<file path="src/rtl/gray_pkg.sv">
// Shared definitions for the Gray-code capture path.
//  - gray_state_e : controller FSM encoding (IDLE=0, SETTLE=1, CONVERT=2, PUBLISH=3)
//  - DEFAULT_WIDTH, CLK_HZ, DEBOUNCE_MS and the derived default debounce length.
package gray_pkg;

  typedef enum logic [1:0] {
    ST_IDLE    = 2'd0,
    ST_SETTLE  = 2'd1,
    ST_CONVERT = 2'd2,
    ST_PUBLISH = 2'd3
  } gray_state_e;

  localparam int DEFAULT_WIDTH           = 4;
  localparam int CLK_HZ                  = 100_000_000;
  localparam int DEBOUNCE_MS             = 10;
  localparam int DEFAULT_DEBOUNCE_CYCLES = (CLK_HZ / 1000) * DEBOUNCE_MS;

endpackage

</file>
<file path="src/rtl/gray_sync_debounce.sv">
// Two-flop synchroniser plus candidate/stability counter.
// Ports:
//  clk, reset  : system clock, synchronous active-high reset
//  sw_gray     : raw asynchronous switch inputs
//  restart     : load cand from sw_sync and clear the counter
//  active      : counting enabled (controller is settling)
//  sw_sync     : synchronised switch word
//  cand        : candidate word being checked for stability
//  stable      : cand has been seen for DEBOUNCE_CYCLES consecutive cycles
module gray_sync_debounce #(
  parameter int WIDTH           = 4,
  parameter int DEBOUNCE_CYCLES = 4
) (
  input  logic             clk,
  input  logic             reset,
  input  logic [WIDTH-1:0] sw_gray,
  input  logic             restart,
  input  logic             active,
  output logic [WIDTH-1:0] sw_sync,
  output logic [WIDTH-1:0] cand,
  output logic             stable
);

  localparam int CW = (DEBOUNCE_CYCLES > 1) ? $clog2(DEBOUNCE_CYCLES) : 1;
  localparam logic [CW-1:0] LAST = CW'(DEBOUNCE_CYCLES - 1);

  logic [WIDTH-1:0] sync1;
  logic [CW-1:0]    cnt;

  // Any change of the synchronised word while active restarts the window,
  // so stable only fires after an uninterrupted run of DEBOUNCE_CYCLES.
  always_ff @(posedge clk) begin
    if (reset) begin
      sync1   <= '0;
      sw_sync <= '0;
      cand    <= '0;
      cnt     <= '0;
    end else begin
      sync1   <= sw_gray;
      sw_sync <= sync1;
      if (restart || (active && (sw_sync != cand))) begin
        cand <= sw_sync;
        cnt  <= '0;
      end else if (active && (cnt != LAST)) begin
        cnt <= cnt + CW'(1);
      end
    end
  end

  assign stable = active && (sw_sync == cand) && (cnt == LAST);

endmodule

</file>
<file path="src/rtl/gray_capture_controller.sv">
// Gray-code capture controller: synchronises and debounces the switches,
// commits a new stable Gray word, converts it to binary one bit per cycle
// (MSB first) and offers it to the LED / 7-segment consumers.
// Ports:
//  clk, reset    : system clock, synchronous active-high reset
//  sw_gray       : raw asynchronous Gray-coded switches
//  out_bin       : last published binary value (changes only on publish)
//  out_valid     : out_bin holds a new committed value
//  out_ready     : consumer accepts
//  busy          : controller is not idle
//  change_count  : accepted transfers, wraps modulo 2^CNT_W
//  dbg_state     : current FSM state
//
// Handshake: a transfer happens on a rising clk edge where out_valid and
// out_ready are both high. Once raised, out_valid stays high and out_bin stays
// constant until that transfer; out_valid does not depend on out_ready.
module gray_capture_controller
  import gray_pkg::*;
#(
  parameter int WIDTH           = DEFAULT_WIDTH,
  parameter int DEBOUNCE_CYCLES = DEFAULT_DEBOUNCE_CYCLES,
  parameter int CNT_W           = 8
) (
  input  logic             clk,
  input  logic             reset,
  input  logic [WIDTH-1:0] sw_gray,
  output logic [WIDTH-1:0] out_bin,
  output logic             out_valid,
  input  logic             out_ready,
  output logic             busy,
  output logic [CNT_W-1:0] change_count,
  output gray_state_e      dbg_state
);

  localparam int IW = $clog2(WIDTH);
  localparam logic [IW-1:0] IDX_MSB = IW'(WIDTH - 1);

  gray_state_e      state_q, state_d;
  logic [WIDTH-1:0] sw_sync, cand, committed;
  logic             stable, restart, active;
  logic [IW-1:0]    idx;
  logic [WIDTH-1:0] conv, conv_d;
  logic             prev_bit, conv_bit;

  assign restart = (state_q == ST_IDLE) && (sw_sync != committed);
  assign active  = (state_q == ST_SETTLE);

  gray_sync_debounce #(
    .WIDTH           (WIDTH),
    .DEBOUNCE_CYCLES (DEBOUNCE_CYCLES)
  ) u_sync_debounce (
    .clk     (clk),
    .reset   (reset),
    .sw_gray (sw_gray),
    .restart (restart),
    .active  (active),
    .sw_sync (sw_sync),
    .cand    (cand),
    .stable  (stable)
  );

  always_ff @(posedge clk) begin
    if (reset) state_q <= ST_IDLE;
    else       state_q <= state_d;
  end

  always_comb begin
    state_d = state_q;
    case (state_q)
      ST_IDLE:    if (sw_sync != committed) state_d = ST_SETTLE;
      // A run that settles back on the committed word was only a bounce.
      ST_SETTLE:  if (stable) state_d = (cand == committed) ? ST_IDLE : ST_CONVERT;
      ST_CONVERT: if (idx == '0) state_d = ST_PUBLISH;
      ST_PUBLISH: if (out_valid && out_ready) state_d = ST_IDLE;
      default:    state_d = ST_IDLE;
    endcase
  end

  // Serial Gray->binary: b[i] = b[i+1] ^ g[i]; prev_bit carries b[i+1]
  // and starts at 0 so the MSB passes straight through.
  always_comb begin
    conv_bit    = prev_bit ^ committed[idx];
    conv_d      = conv;
    conv_d[idx] = conv_bit;
  end

  always_ff @(posedge clk) begin
    if (reset) begin
      committed    <= '0;
      idx          <= '0;
      conv         <= '0;
      prev_bit     <= 1'b0;
      out_bin      <= '0;
      out_valid    <= 1'b0;
      change_count <= '0;
    end else begin
      case (state_q)
        ST_SETTLE: begin
          if (stable && (cand != committed)) begin
            committed <= cand;
            idx       <= IDX_MSB;
            prev_bit  <= 1'b0;
          end
        end
        ST_CONVERT: begin
          conv     <= conv_d;
          prev_bit <= conv_bit;
          idx      <= idx - IW'(1);
          if (idx == '0) begin
            out_bin   <= conv_d;
            out_valid <= 1'b1;
          end
        end
        ST_PUBLISH: begin
          if (out_valid && out_ready) begin
            out_valid    <= 1'b0;
            change_count <= change_count + CNT_W'(1);
          end
        end
        default: ;
      endcase
    end
  end

  assign busy      = (state_q != ST_IDLE);
  assign dbg_state = state_q;

endmodule
</file>
<file path="config.mk">
export PLATFORM = sky130hd
export DESIGN_NAME = gray_capture_controller
export DESIGN_NICKNAME = d
export VERILOG_FILES = /design/src/rtl/gray_pkg.sv /design/src/rtl/gray_sync_debounce.sv /design/src/rtl/gray_capture_controller.sv
export SDC_FILE = /design/constraint.sdc
export NUM_CORES = 1
export LEC_CHECK = 0
export CORE_MARGIN = 2
export CORE_UTILIZATION = 60
export CTS_BUF_LIST = sky130_fd_sc_hd__clkbuf_16
export CTS_CLUSTER_SIZE = 24
export DETAILED_ROUTE_END_ITERATION = 10
export GPL_ROUTABILITY_DRIVEN = 0
export HOLD_SLACK_MARGIN = 0.1
export PLACE_DENSITY_LB_ADDON = 0.15
export SLEW_MARGIN = 20
export SYNTH_ARGS = -nofsm -noshare
export SYNTH_HDL_FRONTEND = slang
export SYNTH_HIERARCHICAL = 1
export SYNTH_SLANG_ARGS = --single-unit
</file>
<file path="constraint.sdc">
create_clock -name clk -period 4.6 [get_ports clk]
set_clock_uncertainty 0.1 [all_clocks]
set_input_delay 0.46 -clock clk [delete_from_list [all_inputs] [get_ports clk]]
set_output_delay 0.46 -clock clk [all_outputs]
set_load 0.02 [all_outputs]
</file>
==> impl_metrics.ini, run 1 <==
[routing]
routed-via-count = 2126
initialDrtViolationCount = 183
drc = 0
post_drt_wl_per_cell_um = 13.8
final_antenna_net_count = 0
dr.pass1.iters = 4
wl_um = 5080
vias_per_cell = 5.79

[yosys]
synth_top_flop_cell = dfxtp_1
synth_cell_types = 52
ys_seq_area_share_pct = 42.2
ys_ff_latch = 57
avgSynthCellArea_um2 = 9.38
syn-num-nets = 301
yosysWarnings = 6
synthArstFlopShare_pct = 0
synthCells = 288
syn_area_um2 = 2700
synth_edf_count = 0

[cts]
holdBufCountCts = 0
clkTransAtPathRegs_ns = 0.05
htree_levels = 3
clk_latency_ns = 0.32
clk_path_buf_depth = 2
cts_tree = yes
cts_root_buffer = clkbuf_16
cts_num_sinks = 57
ctsResizeCount = 0
post_cts_buffers = 0
cts_buffers = 9

[power]
p_sw_share_pct = 21.9
p_per_area_nw_per_um2 = 352
pwr-share-clk_pct = 49.8
total_power_w = 0.00112
combinationalPowerShare_pct = 4.8
p_leak_nw = 1.21
pwr-share-seq_pct = 45.4
vdd_ir_drop_max_v = 0.000251
power.switching_w = 0.000245
intPower_w = 0.000876

[status]
status = completed

[placement]
dp_hpwl_um = 3390
dpl_cell_area_um2 = 2930
place_ws_ns = 2.20
port-buffer-count = 22

[cells_and_area]
diodes = 0
fin_nets = 323
drive_above_1_share_pct = 9.52
fillers = 320
final_common_cell = dfxtp_1
design_area_um2 = 3180
multi_input_area_um2 = 1460
syn_to_final_growth_pct = 17.8
mostFrequentLayoutCells = dfxtp_1, nor2_1, clkdlybuf4s50_1, xor2_1, nor2b_1
seqCellArea_um2 = 1140

[sta]
hold_viol = 0
period_needed_ns = 2.30
tightest_slew_ns = 1.01
slew_violations = 0
fin_crit_sh_pct = 49.9
setup_viol = 0
holdWs_ns = 0.333
setup_tns_ns = 0
max_slew_margin_pct = 32.5
fmax_ghz = 0.435
rsz0062_at_grt = no
fin_ws_ns = 2.30

[worst_setup_path]
cp_max_fo = 7
cp-end-kind = flip-flop
crit_required_ns = 4.71
arrival_ns = 2.40
crit_chain = ha_1 > and3_1 > nand3_1 > nor3_1 > nand3b_2 > a41o_1 > a221oi_1
critical-path-top-delay-family = simple AND/OR/NAND/NOR gates
worst-setup-path-type = flip-flop to flip-flop
start_kind = flip-flop
crit_slowest_cell = dfxtp_1
cp.buffers_inverters = 0
critPathMaxStageDelay_ns = 0.41

[worst_hold_path]
hold_path_class = flip-flop to flip-flop

[global_routing]
grt_max_degree = 32
grt_usage_pct = 21.9
first_global_vias = 1956
grt_first_pass_wirelength_um = 8800
antenna_found_initial = 0
overflow = 0

[die]
num_io_pins = 23
start_util_pct = 62.1
die_w_um = 71.1
dieArea_um2 = 5060
die_y_um = 71.1
row_count = 24
core-area_um2 = 4350

[run]
max_cap_viol_count = 0
-- cells by family (layout without fill, tap and decap cells) --
group / Yosys count / after routing / synth area share [%]
simple gates: 125 / 125 / 26.9
flops: 57 / 57 / 42.2
compound gates: 37 / 37 / 9.03
xor+xnor: 28 / 28 / 9.35
buf+inv: 20 / 47 / 3.61
mux: 15 / 15 / 6.11
fa+ha+maj: 6 / 6 / 2.78
-- registers in the layout, indices dropped and copies added (netlist names), named ones only --
| signal | cells |
|---|---|
| prev_bit | 1 |
| idx | 2 |
| dbg_state | 1 |
| committed | 4 |
| conv | 3 |
| u_sync_debounce/cand | 4 |
| out_bin | 4 |
| out_valid | 1 |
| u_sync_debounce/cnt | 20 |
| change_count | 8 |
| u_sync_debounce/sync1 | 4 |
| u_sync_debounce/sw_sync | 4 |
-- power groups by stage --
stage,registers [W],clock network [W],logic [W]
floorplan,0.000518,0,0.0000436
global placement,0.000518,0,0.0000536
detailed placement,0.000518,0,0.0000543
CTS,0.000509,0.000567,0.0000546
global route,0.000510,0.000588,0.0000589
finish,0.000509,0.000559,0.0000541
-- final timing paths --
check	from	endpoint	slack (ns)	cells after the start
worst min-delay path	u_sync_debounce/sync1[2]$_SDFF_PP0_	u_sync_debounce/sw_sync[2]$_SDFF_PP0_	0.33	1
worst max register to register	u_sync_debounce/cnt[0]$_SDFFE_PP0P_	idx[1]$_SDFFE_PP0P_	2.30	7
worst min register to register	u_sync_debounce/sync1[2]$_SDFF_PP0_	u_sync_debounce/sw_sync[2]$_SDFF_PP0_	0.33	1
worst max-delay path	u_sync_debounce/cnt[0]$_SDFFE_PP0P_	idx[1]$_SDFFE_PP0P_	2.30	7
-- synth_stat cells, drive strengths merged (2+ instances only) --
cell | count | share of area (%)
o22ai | 3 | 0.69
nand2 | 11 | 1.5
ha | 6 | 2.8
nand3b | 4 | 1.2
nor2 | 37 | 5.2
or3 | 2 | 0.46
and2 | 2 | 0.46
nor4b | 4 | 1.3
nor4bb | 2 | 0.74
o21ai | 5 | 0.93
xnor2 | 8 | 2.9
or4 | 2 | 0.56
dfxtp | 57 | 42
nor3 | 5 | 1.5
a21oi | 14 | 2.6
buf | 6 | 1.7
clkbuf | 6 | 0.83
and4 | 2 | 0.65
nor2b | 15 | 3.5
nand4 | 10 | 2.5
mux2 | 2 | 0.83
o31ai | 3 | 0.83
nor4 | 4 | 1.4
a311oi | 3 | 0.97
a41oi | 2 | 0.65
or3b | 3 | 0.97
and3 | 4 | 0.93
xor2 | 20 | 6.5
mux2i | 12 | 4.4
nand3 | 14 | 2.6
inv | 8 | 1.1
-- per-stage QoR --
stage,std cells,util [%]
finish,367,73.1
global route,367,73.1
CTS,367,73.1
detailed placement,351,67.2
global placement,351,67.2
floorplan,288,-
-- routing by layer --
metal	track usage [%]	vias to the layer above	wire (um)
met2	34.3	38	2440
met1	28.1	1011	2370
met5	0	-	0
li1	-	1071	-
met3	6.70	6	205
met4	9.43	0	59
-- cell type report --
class / count / share of cell area [%]
multi-input combinational: 211 / 46.0
sequential: 57 / 35.8
timing repair buffer: 23 / 7.15
clock buffer: 9 / 7.08
tap: 52 / 2.04
clock inverter: 7 / 0.943
inverter: 8 / 0.943
Note: power is estimated with default switching activity, not from simulation.
==> inputs of run 2 (changes only) <==
CORE_UTILIZATION = 57   (was 60)
clock period = 2.2 ns   (was 4.6 ns; I/O delays follow)
==> impl_metrics.ini, run 2 (synthesis results as in run 1) <==
[worst_setup_path]
arrival_ns = 2.19
cp_max_fo = 5
crit_required_ns = 2.33
r2r_slack_ns = 0.13
worst-setup-path-type = flip-flop to flip-flop
reg2reg_to = idx[1]$_SDFFE_PP0P_
start_kind = flip-flop
ff2ff_path_depth = 7
cp-end-kind = flip-flop
worst_r2r_startpoint = u_sync_debounce/cnt[0]$_SDFFE_PP0P_

[cts]
cts_tree = yes
clk_path_buf_depth = 2
holdBufCountCts = 0
cts_buffers = 9
cts_num_sinks = 57
cts_root_buffer = clkbuf_16
clkTransAtPathRegs_ns = 0.06
post_cts_buffers = 0
clk_latency_ns = 0.32
htree_levels = 3
ctsResizeCount = 0

[worst_hold_path]
min_to = u_sync_debounce/sw_sync[2]$_SDFF_PP0_
hold_path_class = flip-flop to flip-flop
worstHoldStart = u_sync_debounce/sync1[2]$_SDFF_PP0_
min_path_cells = 1

[global_routing]
grt_max_degree = 22
antenna_found_initial = 0
first_global_vias = 1906
grt_usage_pct = 20.8
grt_first_pass_wirelength_um = 8540
overflow = 0

[power]
p_per_area_nw_per_um2 = 756
total_power_w = 0.00247
vdd_ir_drop_max_v = 0.000600
p_leak_nw = 1.25

[routing]
post_drt_wl_per_cell_um = 13.4
wl_um = 5060
vias_per_cell = 5.63
drc = 0
dr.pass1.iters = 4
final_antenna_net_count = 0
initialDrtViolationCount = 139
routed-via-count = 2124

[sta]
fmax_ghz = 0.483
hold_viol = 0
setup_viol = 0
period_needed_ns = 2.07
max_slew_margin_pct = 70.7
tightest_slew_ns = 0.435
slew_violations = 0
fin_ws_ns = 0.131
fin_crit_sh_pct = 94.1
rsz0062_at_grt = no
setup_tns_ns = 0

[cells_and_area]
regMostFlops = u_sync_debounce/cnt
diodes = 0
reg.largest.list = u_sync_debounce/cnt: 20 flops, change_count: 8 flops
seqCellArea_um2 = 1140
drive_above_1_share_pct = 13.0
mostFrequentLayoutCells = dfxtp_1, nor2_1, clkdlybuf4s50_1, xor2_1, nor2b_1
fin_nets = 331
syn_to_final_growth_pct = 21.2
multi_input_area_um2 = 1460
final_common_cell = dfxtp_1
largest_reg_flops = 20
fillers = 380
design_area_um2 = 3270

[die]
num_io_pins = 23
start_util_pct = 58.0
core-area_um2 = 4660
die_y_um = 72.9
die_w_um = 72.9
dieArea_um2 = 5310
row_count = 25

[placement]
place_ws_ns = 0.171
port-buffer-count = 22
dp_hpwl_um = 3530
dpl_cell_area_um2 = 2990

[status]
status = completed

[run]
max_cap_viol_count = 0
[run 2: worst max path at each step]
stage	from	endpoint	slack, ns	cells past startpoint
floorplan	u_sync_debounce/cnt[0]$_SDFFE_PP0P_	idx[1]$_SDFFE_PP0P_	0.23	7
global placement	u_sync_debounce/cnt[0]$_SDFFE_PP0P_	idx[1]$_SDFFE_PP0P_	0.24	7
detailed placement	u_sync_debounce/cnt[0]$_SDFFE_PP0P_	idx[1]$_SDFFE_PP0P_	0.17	7
CTS	u_sync_debounce/cnt[0]$_SDFFE_PP0P_	idx[1]$_SDFFE_PP0P_	0.13	7
global route	u_sync_debounce/cnt[0]$_SDFFE_PP0P_	idx[1]$_SDFFE_PP0P_	0.0009	7
finish	u_sync_debounce/cnt[0]$_SDFFE_PP0P_	idx[1]$_SDFFE_PP0P_	0.13	7
[run 2: critical path: stages, from the launching register on]
cell and delay (ns):
dfxtp_1 0.40, ha_1 0.21, and3_1 0.20, nand3_1 0.16, nor3_1 0.27, nand3b_2 0.14, a41o_1 0.23, a221oi_1 0.26
[run 2: cell type report]
class                      instances  share of cell area, %
multi-input combinational        211                   44.7
sequential                        57                   34.8
timing repair buffer              31                   8.79
clock buffer                       9                   6.88
tap                               54                   2.06
clock inverter                     7                   1.80
inverter                           8                  0.917
[run 2: metrics by stage]
stage	hold slack, ns	util (%)	instances
after global routing	0.363	70.3	377
final	0.340	70.3	377
after CTS	0.341	70.3	377
after global placement	0.318	64.2	361
after detailed placement	0.334	64.2	361
after floorplan	0.192	-	288
[run 2: layer usage]
| layer | wire, um | part of all wire (%) | track usage, % |
|---|---|---|---|
| met5 | 0 | 0 | 0 |
| met4 | 67 | 1.3 | 6.79 |
| met3 | 177 | 3.5 | 7.04 |
| met2 | 2400 | 47 | 32.7 |
| met1 | 2420 | 48 | 26.9 |
[run 2: power breakdown]
group / switching, W / internal (W) / leakage [nW]
clock network: 0.000516 / 0.000779 / 0.134
registers: 0.0000128 / 0.00105 / 0.461
logic: 0.0000681 / 0.0000517 / 0.652
==> inputs of run 3 (changes only) <==
CELL_PAD_IN_SITES_DETAIL_PLACEMENT = 0   (was unset)
CELL_PAD_IN_SITES_GLOBAL_PLACEMENT = 1   (was unset)
CORE_UTILIZATION = 44   (was 57)
PLACE_DENSITY_LB_ADDON = 0.12   (was 0.15)
RECOVER_POWER = 100   (was unset)
==> impl_metrics.ini, run 3 (synthesis results as in run 1) <==
[status]
status = completed

[global_routing]
antenna_found_initial = 0
overflow = 0
grtUsageMet1_pct = 23.7
grt_usage_pct = 17.3
first_global_vias = 1916
grt_max_degree = 46
met2_usage_pct = 25.2
grt-busiest-layer = met2
globalRouteMet3Util_pct = 4.67
grt_first_pass_wirelength_um = 8830

[power]
total_power_w = 0.00262
p_leak_nw = 1.31
vdd_ir_drop_max_v = 0.000523
p_per_area_nw_per_um2 = 789

[cells_and_area]
drive_above_1_share_pct = 11.8
final_common_cell = dfxtp_1
diodes = 0
syn_to_final_growth_pct = 22.9
fillers = 550
seqCellArea_um2 = 1140
fin_nets = 329
regMostFlops = u_sync_debounce/cnt
reg.largest.list = u_sync_debounce/cnt: 20 flops, change_count: 8 flops
multi_input_area_um2 = 1460
largest_reg_flops = 20
mostFrequentLayoutCells = dfxtp_1, nor2_1, xor2_1, dlygate4sd3_1, nor2b_1

[sta]
fin_crit_sh_pct = 93.0
hold_viol = 0
period_needed_ns = 2.05
max_slew_margin_pct = 70.7
setup_tns_ns = 0
rsz0062_at_grt = no
fmax_ghz = 0.489
tightest_slew_ns = 0.435
setup_viol = 0
slew_violations = 0

[placement]
dp_hpwl_um = 3660
port-buffer-count = 22

[worst_setup_path]
critical-path-top-delay-family = simple AND/OR/NAND/NOR gates
worst-setup-path-type = flip-flop to flip-flop
cp.buffers_inverters = 0
critPathMaxStageDelay_ns = 0.41
crit_required_ns = 2.32
crit_slowest_cell = dfxtp_1
cp-end-kind = flip-flop
cp_max_fo = 5
arrival_ns = 2.17
crit_chain = ha_1 > and3_1 > nand3_1 > nor3_2 > nand3b_2 > a41o_1 > a221oi_1
start_kind = flip-flop

[routing]
post_drt_wl_per_cell_um = 13.4
dr.pass1.iters = 4
vias_per_cell = 5.31
initialDrtViolationCount = 98
drc = 0
wl_um = 5300
routed-via-count = 2103
final_antenna_net_count = 0

[cts]
cts_buffers = 9
cts_num_sinks = 57
cts_root_buffer = clkbuf_16
htree_levels = 3
cts_tree = yes
clkTransAtPathRegs_ns = 0.05
clk_latency_ns = 0.32
clk_path_buf_depth = 2

[die]
die_y_um = 82.4
num_io_pins = 23
row_count = 28
die_w_um = 82.4
core-area_um2 = 5920
start_util_pct = 45.6
dieArea_um2 = 6780

[worst_hold_path]
hold_path_class = flip-flop to flip-flop

[run]
max_cap_viol_count = 0
[run 3: cell count changes in the layout (fill, tap and decap cells not counted), sizes merged]
cell,change
dlygate4sd3,+17
bufinv,+2
clkbuf,+1
clkdlybuf4s50,-17
clkinvlp,-1
inv,-5
clkinv,+4
buf,-3
[run 3: cell type report]
cell class,count,area share [%]
clock buffers,9,6.78
well taps,75,2.83
multi-input cells,211,44.0
flip-flops and latches,57,34.4
clock inverters,7,2.56
inverters,8,0.904
repair buffers,29,8.52
[run 3: where the power goes]
part	switching, W	internal [W]
Combinational	0.0000662	0.0000513
Clock	0.000462	0.000977
Sequential	0.0000153	0.00105
Total	0.000543	0.00208
[run 3: path summary, 6_finish.rpt]
check	to	slack [ns]	cells after the start	startpoint
max reg2reg	idx[1]$_SDFFE_PP0P_	0.15	7	u_sync_debounce/cnt[0]$_SDFFE_PP0P_
min	u_sync_debounce/sw_sync[3]$_SDFF_PP0_	0.33	1	u_sync_debounce/sync1[3]$_SDFF_PP0_
min reg2reg	u_sync_debounce/sw_sync[3]$_SDFF_PP0_	0.33	1	u_sync_debounce/sync1[3]$_SDFF_PP0_
max	idx[1]$_SDFFE_PP0P_	0.15	7	u_sync_debounce/cnt[0]$_SDFFE_PP0P_
[run 3: stage by stage]
step	instances	setup slack (ns)	instance area, um2	hold slack [ns]	util, %
after floorplan	288	0.235	2700	0.192	-
after global placement	380	0.211	3010	0.318	50.9
after detailed placement	380	0.127	3010	0.325	50.9
after CTS	396	0.107	3320	0.336	56.1
after global routing	396	0.0212	3320	0.345	56.1
final	396	0.153	3320	0.331	56.1
[run 3: layer usage]
layer  up-vias  wire, um
met5         -         0
met4         0        73
met3         6       141
met2        28      2330
met1       983      2760
li1       1086         -
[run 3: timing repair]
| action | 4_1_cts | 5_1_grt |
|---|---|---|
| gates resized for setup | 0 | 1 |
| buffers inserted | 0 | 0 |
| hold buffers | 0 | 0 |
| endpoints found under the setup margin | 0 | 1 |
